[src/rtl/lsu_pkg.sv]
// Shared definitions for the load/store port controller.
//   - funct3 encodings of the memory operations
//   - controller state enum
//   - size_of(): access size in bytes from funct3
package lsu_pkg;

   localparam logic [2:0] OP_B   = 3'd0;
   localparam logic [2:0] OP_H   = 3'd1;
   localparam logic [2:0] OP_W   = 3'd2;
   localparam logic [2:0] OP_D   = 3'd3;
   localparam logic [2:0] OP_BU  = 3'd4;
   localparam logic [2:0] OP_HU  = 3'd5;
   localparam logic [2:0] OP_WU  = 3'd6;
   localparam logic [2:0] OP_ILL = 3'd7;

   typedef enum logic [1:0] {
      ST_IDLE = 2'd0,
      ST_REQ  = 2'd1,
      ST_WAIT = 2'd2,
      ST_DONE = 2'd3
   } lsu_state_e;

   // 1, 2, 4 or 8 bytes; op[2] only selects sign vs zero extension.
   function automatic logic [3:0] size_of(input logic [2:0] op);
      return 4'd1 << op[1:0];
   endfunction

endpackage

[src/rtl/lsu_load_align.sv]
// Load data alignment and extension (purely combinational).
// Ports:
//   rdata  in  DATA_W  raw 8-byte word from the memory port
//   offset in  3       byte offset of the access inside the word
//   op     in  3       funct3 of the load
//   data   out DATA_W  right-justified, sign- or zero-extended result
module lsu_load_align
   import lsu_pkg::*;
#(
   parameter int DATA_W = 64
) (
   input  logic [DATA_W-1:0] rdata,
   input  logic [2:0]        offset,
   input  logic [2:0]        op,
   output logic [DATA_W-1:0] data
);

   logic [DATA_W-1:0] shifted;

   always_comb begin
      shifted = rdata >> {offset, 3'b000};
      data    = shifted;
      case (op)
         OP_B:  data = {{(DATA_W-8){shifted[7]}},   shifted[7:0]};
         OP_BU: data = {{(DATA_W-8){1'b0}},         shifted[7:0]};
         OP_H:  data = {{(DATA_W-16){shifted[15]}}, shifted[15:0]};
         OP_HU: data = {{(DATA_W-16){1'b0}},        shifted[15:0]};
         OP_W:  data = {{(DATA_W-32){shifted[31]}}, shifted[31:0]};
         OP_WU: data = {{(DATA_W-32){1'b0}},        shifted[31:0]};
         default: data = shifted;
      endcase
   end

endmodule

[src/rtl/lsu_port_ctrl.sv]
// Load/store control stage in front of memory data port 1.
// Takes one memory instruction at a time from execute, issues a single
// port-1 request, waits for the response (or a timeout) and hands the
// extended load data or an exception to writeback.
// Ports:
//   clock, reset              clock; asynchronous active-low reset
//   ex_*                      instruction from execute (ex_ready high in IDLE)
//   mem_req_*                 port-1 request, valid for exactly one cycle
//   mem_resp_valid/rdata      port-1 response
//   wb_*                      result / exception to writeback, held until wb_ready
//
// state   | meaning
// --------+----------------------------------------------------------
// IDLE    | ready for a new instruction from execute
// REQ     | request driven on port 1 for this single cycle
// WAIT    | waiting for the response, timeout counter running
// DONE    | result or exception presented to writeback
module lsu_port_ctrl
   import lsu_pkg::*;
#(
   parameter int ADDR_W  = 32,
   parameter int DATA_W  = 64,
   parameter int TIMEOUT = 255
) (
   input  logic              clock,
   input  logic              reset,
   input  logic              ex_valid,
   output logic              ex_ready,
   input  logic              ex_is_store,
   input  logic [2:0]        ex_op,
   input  logic [ADDR_W-1:0] ex_addr,
   input  logic [DATA_W-1:0] ex_wdata,
   output logic              mem_req_valid,
   output logic [ADDR_W-1:0] mem_req_addr,
   output logic [7:0]        mem_req_mask,
   output logic [2:0]        mem_req_op,
   output logic [DATA_W-1:0] mem_req_wdata,
   output logic              mem_req_memen,
   output logic              mem_req_wen,
   input  logic              mem_resp_valid,
   input  logic [DATA_W-1:0] mem_resp_rdata,
   output logic              wb_valid,
   input  logic              wb_ready,
   output logic [DATA_W-1:0] wb_data,
   output logic              wb_misalign,
   output logic              wb_buserr
);

   localparam int              CNT_W    = $clog2(TIMEOUT + 1);
   localparam logic [CNT_W-1:0] CNT_LAST = CNT_W'(TIMEOUT - 1);

   lsu_state_e        state_q, state_d;
   logic              is_store_q, is_store_d;
   logic [2:0]        op_q, op_d;
   logic [ADDR_W-1:0] addr_q, addr_d;
   logic [DATA_W-1:0] wdata_q, wdata_d;
   logic [CNT_W-1:0]  cnt_q, cnt_d;
   logic [DATA_W-1:0] wb_data_q, wb_data_d;
   logic              misalign_q, misalign_d;
   logic              buserr_q, buserr_d;

   logic [DATA_W-1:0] load_data;
   logic [2:0]        ex_lsb_mask;
   logic              ex_misaligned;
   logic              in_req;
   logic              in_done;

   lsu_load_align #(.DATA_W(DATA_W)) u_align (
      .rdata  (mem_resp_rdata),
      .offset (addr_q[2:0]),
      .op     (op_q),
      .data   (load_data)
   );

   always_comb begin
      ex_lsb_mask   = 3'(size_of(ex_op) - 4'd1);
      ex_misaligned = (ex_op == OP_ILL) || ((ex_addr[2:0] & ex_lsb_mask) != 3'd0);

      state_d    = state_q;
      is_store_d = is_store_q;
      op_d       = op_q;
      addr_d     = addr_q;
      wdata_d    = wdata_q;
      cnt_d      = cnt_q;
      wb_data_d  = wb_data_q;
      misalign_d = misalign_q;
      buserr_d   = buserr_q;

      case (state_q)
         ST_IDLE: begin
            if (ex_valid) begin
               is_store_d = ex_is_store;
               op_d       = ex_op;
               addr_d     = ex_addr;
               wdata_d    = ex_wdata;
               wb_data_d  = '0;
               buserr_d   = 1'b0;
               misalign_d = ex_misaligned;
               state_d    = ex_misaligned ? ST_DONE : ST_REQ;
            end
         end
         ST_REQ: begin
            if (mem_resp_valid) begin
               wb_data_d = is_store_q ? '0 : load_data;
               state_d   = ST_DONE;
            end else begin
               cnt_d   = '0;
               state_d = ST_WAIT;
            end
         end
         ST_WAIT: begin
            // A response arriving on the last counted cycle still wins.
            if (mem_resp_valid) begin
               wb_data_d = is_store_q ? '0 : load_data;
               state_d   = ST_DONE;
            end else if (cnt_q == CNT_LAST) begin
               buserr_d = 1'b1;
               state_d  = ST_DONE;
            end else begin
               cnt_d = cnt_q + 1'b1;
            end
         end
         ST_DONE: begin
            if (wb_ready) state_d = ST_IDLE;
         end
         default: state_d = ST_IDLE;
      endcase
   end

   always_ff @(posedge clock or negedge reset) begin
      if (!reset) begin
         state_q    <= ST_IDLE;
         is_store_q <= 1'b0;
         op_q       <= '0;
         addr_q     <= '0;
         wdata_q    <= '0;
         cnt_q      <= '0;
         wb_data_q  <= '0;
         misalign_q <= 1'b0;
         buserr_q   <= 1'b0;
      end else begin
         state_q    <= state_d;
         is_store_q <= is_store_d;
         op_q       <= op_d;
         addr_q     <= addr_d;
         wdata_q    <= wdata_d;
         cnt_q      <= cnt_d;
         wb_data_q  <= wb_data_d;
         misalign_q <= misalign_d;
         buserr_q   <= buserr_d;
      end
   end

   assign in_req  = (state_q == ST_REQ);
   assign in_done = (state_q == ST_DONE);

   // Gated with reset so every output reads 0 while reset is held.
   assign ex_ready = (state_q == ST_IDLE) & reset;

   assign mem_req_valid = in_req;
   assign mem_req_memen = in_req;
   assign mem_req_wen   = in_req & is_store_q;
   assign mem_req_addr  = in_req ? {addr_q[ADDR_W-1:3], 3'b000} : '0;
   assign mem_req_op    = in_req ? op_q : 3'd0;
   assign mem_req_mask  = in_req ? (8'((16'd1 << size_of(op_q)) - 16'd1) << addr_q[2:0]) : 8'd0;
   assign mem_req_wdata = in_req ? (wdata_q << {addr_q[2:0], 3'b000}) : '0;

   assign wb_valid    = in_done;
   assign wb_data     = in_done ? wb_data_q : '0;
   assign wb_misalign = in_done & misalign_q;
   assign wb_buserr   = in_done & buserr_q;

endmodule

[config.mk]
export PLATFORM = sky130hd
export DESIGN_NAME = lsu_port_ctrl
export DESIGN_NICKNAME = d
export VERILOG_FILES = /design/src/rtl/lsu_pkg.sv /design/src/rtl/lsu_load_align.sv /design/src/rtl/lsu_port_ctrl.sv
export SDC_FILE = /design/constraint.sdc
export NUM_CORES = 1
export LEC_CHECK = 0
export ABC_AREA = 1
export CORE_UTILIZATION = 50
export DETAILED_ROUTE_END_ITERATION = 12
export PLACE_DENSITY = 0.93
export SLEW_MARGIN = 20
export SYNTH_ARGS = -nofsm -noshare
export SYNTH_HDL_FRONTEND = slang
export SYNTH_SLANG_ARGS = --single-unit
[constraint.sdc]
create_clock -name clock -period 6.6 [get_ports clock]
set_input_delay 1.98 -clock clock [delete_from_list [all_inputs] [get_ports clock]]
set_output_delay 1.98 -clock clock [all_outputs]
set_load 0.05 [all_outputs]
==> flow_summary.ini <==
[pwr]
comb_power_share_pct = 62.0
p_clk_share_pct = 13.4
total_power_mw = 8.19
pwr-share-seq_pct = 24.6
p_int_mw = 3.78
ir_drop_v = 0.000361
p_switching_mw = 4.41
leakagePower_nw = 7.97
switching_share_pct = 53.9
power_density_nw_per_um2 = 520

[critical_path]
cp.required_ps = 4620
startpoint_type = register
arrival_ps = 4210
reg2reg_slack_ps = 2960
reg2reg_depth = 10
crit_slowest_cell = clkdlybuf4s50_1
worstSetupEndpointType = output port
critPathMaxFanout = 15
cp_slowest_stage_delay_ps = 860
crit_type = reg -> out
crit_path_frequent_cell = nand2_1
cp_cell_sequence = inv_1 -> nand2_1 -> inv_1 -> ha_1 -> nand2_1 -> o21ai_0 -> nand2_1 -> o21ai_0 -> a21oi_1 -> clkdlybuf4s50_1

[clocking]
clk_latency_ps = 440
cts_root_buf = clkbuf_16
clk_path_buf_depth = 2
holdBufCountCts = 0
cts.sinks = 176
cts_buffers = 17
clk_pin_slew_worst_paths_ps = 70
htree_num_levels = 4
cts.repair.resized = 0
tritoncts = done
post_cts_buffers = 0

[timing]
setup_tns_ps = 0
finClkSkew_ps = 11.2
finalCritPeriodShare_pct = 93.8
worst_pin_slew_ps = 1140
relSlewSlack_pct = 23.7
setup_violations = 0
fmax_mhz = 162
rsz0062_at_grt = false
hold_viol_final = 0
timing.final.crit_period_ps = 6190
slew_viol_final = 0

[detailed_routing]
drc = 0
drtIter0Drc = 1254
ant_nets = 0
finalWirelength_um = 43100
avgRoutedWirePerCell_um = 18.7
vias = 12900
vias_per_cell = 5.61
drt-pass1-iter-count = 5

[synthesis]
syn_area_per_cell_um2 = 6.86
synth_xor_area_share_pct = 0
synth_warnings = 0
syn_area_um2 = 11800
async_flop_share_pct = 100
synth.top_cells.by_area = dfrtp_1, nand2_1, mux2_2
synth-simple-area-share_pct = 31.2
synth_cells = 1724
ys.flop_type = dfrtp_1
synth_compound_area_share_pct = 11.7
synth_edf_count = 0
synth_top_area_share_pct = 37.2
ys_seq_elements = 176
synth_top_family_by_area = simple AND/OR/NAND/NOR gates
muxShareOfSynthArea_pct = 8.19
synth-seq-area-share_pct = 37.2
synth_area_leader_cell = dfrtp_1
synth_cell_type_count = 36
synth_fa_ha_area_share_pct = 0.741

[global_routing]
antenna_found_initial = 1
grt_use_total_pct = 35.8
grt_pass1_vias = 12500
grt_remaining_overflow = 0
grt_pass1_wl_um = 67100
grt_max_degree = 165

[final_layout]
layout_common_cells = nand2_1, clkdlybuf4s50_1, dfrtp_1
drive_gt1_share_pct = 7.79
layout.nets = 2152
final_common_cell = nand2_1
area.growth.synth_to_final_pct = 33.1

[placement]
numPortBuffers = 343
place.gp.congestion = 0.980
hpwl_um = 31300

[floorplan]
start_util_pct = 51.6
dieArea_um2 = 24300
rows = 55
die_x_um = 156
die_h_um = 156
core_area_um2 = 22900
ios = 347

[status]
status = complete, no violations

[hold_path]
hold_depth = 2
hold_class = reg -> reg

[job]
cap_violations = 0
-- per-layer routing --
layer	share of wire, %	up-vias	track usage [%]
li1	-	6000	-
met1	37	6043	42.5
met2	49	762	61.1
met3	9.9	124	9.00
met4	4.6	0	15.6
met5	0	-	0
-- flip-flops by register name (all words and copies together) (netlist names), 2 cells and up --
| register | flops |
|---|---|
| cnt_q | 8 |
| addr_q | 32 |
| state_q | 2 |
| op_q | 3 |
| wdata_q | 64 |
| wb_data_q | 64 |
-- worst paths after layout --
path,startpoint,end
min in group asynchronous,reset,wb_data_q[41]
max,op_q[1],mem_req_mask[4]
min reg2reg,wb_data_q[54],wb_data_q[54]
max reg2reg,addr_q[0],wb_data_q[43]
max in group asynchronous,reset,addr_q[0]
min,wb_data_q[54],wb_data_q[54]
-- synth_stat cells, types with 2 or more instances --
master and count:
a21oi_1 69, a22oi_1 8, buf_1 9, buf_2 36
buf_4 24, buf_6 8, clkbuf_1 48, dfrtp_1 176
ha_1 7, inv_1 158, inv_2 5, mux2_2 86
nand2_1 677, nand2_4 2, nand3_1 150, nand4_1 2
nor2_1 60, nor2_4 2, nor3_1 7, o211ai_1 9
o21ai_0 103, o21ai_1 34, o22ai_1 19, o311ai_0 8
or2_1 3, or2_2 4
-- cell type report --
class | count | area [µm²]
fillers | 1936 | 7170
flip-flops and latches | 176 | 4410
multi-input cells | 1261 | 6160
inverters | 164 | 619
clock inverters | 13 | 173
repair buffers | 356 | 3540
diodes | 1 | 2.50
clock buffers | 19 | 443
well taps | 313 | 392
-- cells by family (layout without fill, tap and decap cells) --
family	Yosys count	in the layout
muxes	86	86
other	1	4
AOI/OAI and AO/OA	254	254
DFF	176	176
and+or+nand+nor	911	911
buffers and inverters	289	552
adders and majority gates	7	7
-- power groups by stage --
stage	Sequential (mW)	Combinational, mW	Clock (mW)
final	2.01	5.08	1.10
after detailed placement	2.01	5.00	0
after CTS	2.00	5.03	1.10
after global routing	2.06	5.47	1.15
after floorplan	1.77	3.81	0
after global placement	2.00	4.92	0
-- critical path, delay by kind of cell (launching register included) --
family	cells	cell delay (ps)
flip-flops	1	750
adder cells (fa/ha/maj)	1	310
AND/OR/NAND/NOR	3	770
AO/OA/AOI/OAI	3	490
buffers and inverters	3	1450
-- metrics by stage --
step                      hold slack [ps]  cell area, µm²  utilization [%]  worst slack, ps  instances
final                                 482           15700             68.7              411       2303
after global placement                463           15100             66.0             1020       2270
after CTS                             485           15700             68.7              470       2302
after global routing                  505           15700             68.7              276       2303
after floorplan                       442           11800                -             1260       1726
after detailed placement              466           15100             66.0              929       2270
Power figures use the tool's default switching activity.
==> patch 1: new RTL, same settings <==
Take the reset off `wb_data_q` and load it in a clocked block of its own.
--- a/src/rtl/lsu_port_ctrl.sv
+++ b/src/rtl/lsu_port_ctrl.sv
@@ -137,3 +137,2 @@
          cnt_q      <= '0;
-         wb_data_q  <= '0;
          misalign_q <= 1'b0;
@@ -147,3 +146,2 @@
          cnt_q      <= cnt_d;
-         wb_data_q  <= wb_data_d;
          misalign_q <= misalign_d;
@@ -151,2 +149,6 @@
       end
+   end
+
+   always_ff @(posedge clock) begin
+      wb_data_q <= wb_data_d;
    end
Formal check against the unedited RTL: no difference found for any inputs over 4 cycles, from zero or initial values and one cycle with reset low; that may be too few to reach the edited logic, so the function may still have changed.
==> patch 1 against the unedited design <==
- sequential cell count unchanged
- total power rose by 13%
- worst setup slack better by 0.73 ns
- cell count shrank 7.1%
- clock power hardly changed
- register-to-register slack improved by 0.62 ns
- via count is 6.3% lower
- synthesized area decreased by 2.7%
- final area up 2.2%
- wire length fell by 1.1%
==> patch 1: results <==
[clocking]
insertion_delay_ns = 0.45
cts.reportedPaths.clkPinSlew_ns = 0.08
htreeDepth = 4
cts_buffer_depth = 2
cts_made_buffers = 17
cts_setup_buffers = 0
root_buffer = clkbuf_16

[drt]
vias_per_cell = 5.66
post_drt_wl_per_cell_um = 19.9
firstDrtPassIters = 6
via_count = 12100
drtIter0Drc = 1548

[global_routing]
grt_first_pass_wirelength_um = 64400
met1_usage_pct = 40.8
grt_usage_pct = 35.8
antenna_found_initial = 4
use_met3_pct = 8.68
grt_max_degree = 101
grt_use_met2_pct = 61.0

[timing]
worst_slew_pin_slew_ns = 1.03
finClkSkew_ns = 0.0134
slew_violations = 0

[logic_synthesis]
ys_async_sr_fraction_pct = 63.6
synth-edff-count = 64
synth_top_cells_by_area = dfrtp_1, nand2_1, edfxtp_1
ys_warn_count = 0
synth_seq_area_share_pct = 41.1
syn_inst = 1566
synthTopCellsByCount = nand2_1, inv_1, nor2_1
ys_types = 48

[placement]
port_buffers = 343
dp_cells = 2105
gp_congestion = 1.02
dp_hpwl_um = 31400

[finish]
nets = 2015
drive_gt1_share_pct = 12.6

[power]
power.static_leakage_nw = 7.72
ir_drop_mv = 0.352

[setup_path]
reg2regPathDepth = 8
slowest_delay_ns = 0.81
cp_slowest_cell = clkdlybuf4s50_1
crit_fanout = 34

[min_path]
min_path_cells = 1
hold_class = flip-flop to flip-flop

[run_status]
status = complete, no violations
patch 1: area by class of cell:
cell class              instances  area (um2)
diodes                          3        7.51
clock buffers                  17         425
clock inverters                15         215
fillers                      1705        6480
inverters                     182         686
multi-input cells            1103        5540
flip-flops and latches        176        4730
well taps                     285         357
repair buffers                359        4130
patch 1: power breakdown:
part           internal (W)  leakage (nW)  switching [W]
Sequential          0.00182          1.96       0.000433
Clock              0.000565         0.311       0.000536
Combinational       0.00197          5.45        0.00390
Total               0.00436          7.72        0.00487
patch 1: logic make-up (layout without fill, tap and decap cells):
group / count (synthesis) / after routing / synth area share [%]
simple gates: 807 / 807 / 28.8
buf+inv: 289 / 573 / 11.0
compound gates: 199 / 199 / 9.82
flops: 176 / 176 / 41.1
mux: 87 / 87 / 8.50
fa+ha+maj: 7 / 7 / 0.761
other cells: 1 / 6 / 0.0326
patch 1: worst max-delay path, delay by kind of cell, from the launching register on:
kind            cells  cell delay, ns
compound gates      1            0.21
flops               1            0.61
buf+inv             2            1.25
simple gates        2            0.94
patch 1: metrics by stage:
stage | power, W | setup slack, ns | util [%] | cell area, um2
global route | 0.00966 | 1.03 | 71.3 | 16100
detailed placement | 0.00800 | 1.56 | 68.4 | 15400
global placement | 0.00791 | 1.56 | 68.4 | 15400
floorplan | 0.00605 | 0.404 | - | 11500
finish | 0.00923 | 1.14 | 71.3 | 16100
CTS | 0.00912 | 1.23 | 71.2 | 16100
patch 1: per-layer routing:
layer | vias to the layer above | routed length [um]
met5 | - | 0
met4 | 0 | 2770
met3 | 190 | 4460
met2 | 831 | 20500
met1 | 5545 | 14800
li1 | 5552 | -
patch 1: final timing paths:
path | from | endpoint | slack, ns
hold / removal | addr_q[21] | addr_q[21] | 0.51
setup / recovery | addr_q[2] | mem_req_mask[4] | 1.14
max in group asynchronous | reset | addr_q[0] | 3.85
setup reg to reg | addr_q[0] | wb_data_q[53] | 3.58
min in group asynchronous | reset | wdata_q[63] | 1.64
hold reg to reg | addr_q[21] | addr_q[21] | 0.51
==> patch 2: new RTL, config.mk and constraints unchanged <==
Made on the original files. `DATA_W` is set to 64 in 2 places; all go to 60.
--- a/src/rtl/lsu_load_align.sv
+++ b/src/rtl/lsu_load_align.sv
@@ -9,3 +9,3 @@
 #(
-   parameter int DATA_W = 64
+   parameter int DATA_W = 60
 ) (
--- a/src/rtl/lsu_port_ctrl.sv
+++ b/src/rtl/lsu_port_ctrl.sv
@@ -21,3 +21,3 @@
    parameter int ADDR_W  = 32,
-   parameter int DATA_W  = 64,
+   parameter int DATA_W  = 60,
    parameter int TIMEOUT = 255
Interface: changed (resized ex_wdata, mem_req_wdata, mem_resp_rdata and wb_data); port bits go from 347 to 331. No check against the original RTL was run, so the function may have changed too.
==> patch 2 against the unedited design <==
- register-to-register slack got worse by 0.04 ns
- critical path depth is 3 lower
- wire length is 11% lower
- final area fell by 5.4%
- sequential cell count decreased by 8
- synthesized area down 5.9%
- worst setup slack improved by 0.48 ns
- total power down 8.3%
- maximum frequency grew 8.4%
- count of clock-buffer cells in the layout is 2 lower
- critical path type unchanged
- largest power group unchanged
==> patch 2: results <==
[run_status]
status = complete, no violations

[power]
power.static_leakage_nw = 7.60
seqPwrFrac_pct = 25.2
pg_comb_w = 0.00460
ir_drop_mv = 0.311
swShare_pct = 53.8
pwr-share-comb_pct = 61.2

[drt]
drtIter0Drc = 1367
firstDrtPassIters = 8
vias_per_cell = 5.64
via_count = 12100
post_drt_wl_per_cell_um = 17.9

[global_routing]
antenna_found_initial = 2
grt_pass1_vias = 11200
grt_first_pass_wirelength_um = 58000

[timing]
slew_headroom_pct = 31.2
finClkSkew_ns = 0.0148

[logic_synthesis]
synth_seq_area_share_pct = 37.8
synth_compound_area_share_pct = 10.6
synthTopCellsByCount = nand2_1, dfrtp_1, inv_1
ys_async_sr_fraction_pct = 100
avgSynthCellArea_um2 = 6.97
netlist.area_leader.share_pct = 37.8
synth_fa_ha_area_share_pct = 0.787
muxShareOfSynthArea_pct = 8.19
ys_types = 40

[setup_path]
crit_fanout = 68
slowest_delay_ns = 0.94
cp_slowest_cell = dfrtp_4
cp.arrival_ns = 3.73

[placement]
port_buffers = 327
gp_congestion = 0.966
post_dp_cell_area_um2 = 14300
dp_hpwl_um = 27500
dp_cells = 2107

[finish]
n_fill_cell = 1754
top_regs = wb_data_q: 60 flops, wdata_q: 60 flops, addr_q: 32 flops
drive_gt1_share_pct = 8.50
nets = 2014

[clocking]
cts_made_buffers = 17
root_buffer = clkbuf_16
patch 2: cell count changes in the layout (fill, tap and decap cells not counted), sizes merged, moves of 5 or more:
cell	change
o22ai	-5
clkinv	+6
nand2	-12
mux2	-5
inv	-14
nand3	-25
clkdlybuf4s50	-16
a221o	+8
o21ai	-50
dfrtp	-8
patch 2: metrics by stage:
stage | hold WS (ns) | utilization (%)
global route | 0.507 | 68.2
floorplan | 0.449 | -
finish | 0.481 | 68.2
global placement | 0.463 | 65.4
CTS | 0.483 | 68.2
detailed placement | 0.465 | 65.4
patch 2: worst paths after layout:
kind | start | to | slack [ns] | depth (start not counted)
setup reg to reg | addr_q[0] | wb_data_q[43] | 2.92 | 9
hold / removal | wb_data_q[13] | wb_data_q[13] | 0.48 | 2
min in group asynchronous | reset | cnt_q[5] | 1.42 | 1
hold reg to reg | wb_data_q[13] | wb_data_q[13] | 0.48 | 2
max in group asynchronous | reset | addr_q[0] | 3.17 | 3
setup / recovery | addr_q[0] | mem_req_wdata[25] | 0.89 | 7
patch 2: worst min-delay path: stages (launching register included):
cell,delay [ns]
dfrtp_1,0.34
nand2_1,0.05
nand2_1,0.05
patch 2: metal layers:
metal	GRT usage, %	share of wire (%)	wire (um)
met1	39.8	36	13800
met2	55.5	47	18100
met3	7.41	10	3960
met4	20.7	6.5	2500
met5	0	0	0
patch 2: layout make-up:
| type | count | area share [%] |
|---|---|---|
| multi-input cells | 1168 | 38.8 |
| flip-flops and latches | 168 | 28.3 |
| repair buffers | 341 | 22.7 |
| inverters | 150 | 3.80 |
| clock buffers | 17 | 2.86 |
| well taps | 280 | 2.35 |
| clock inverters | 15 | 1.23 |
| diodes | 2 | 0.0336 |
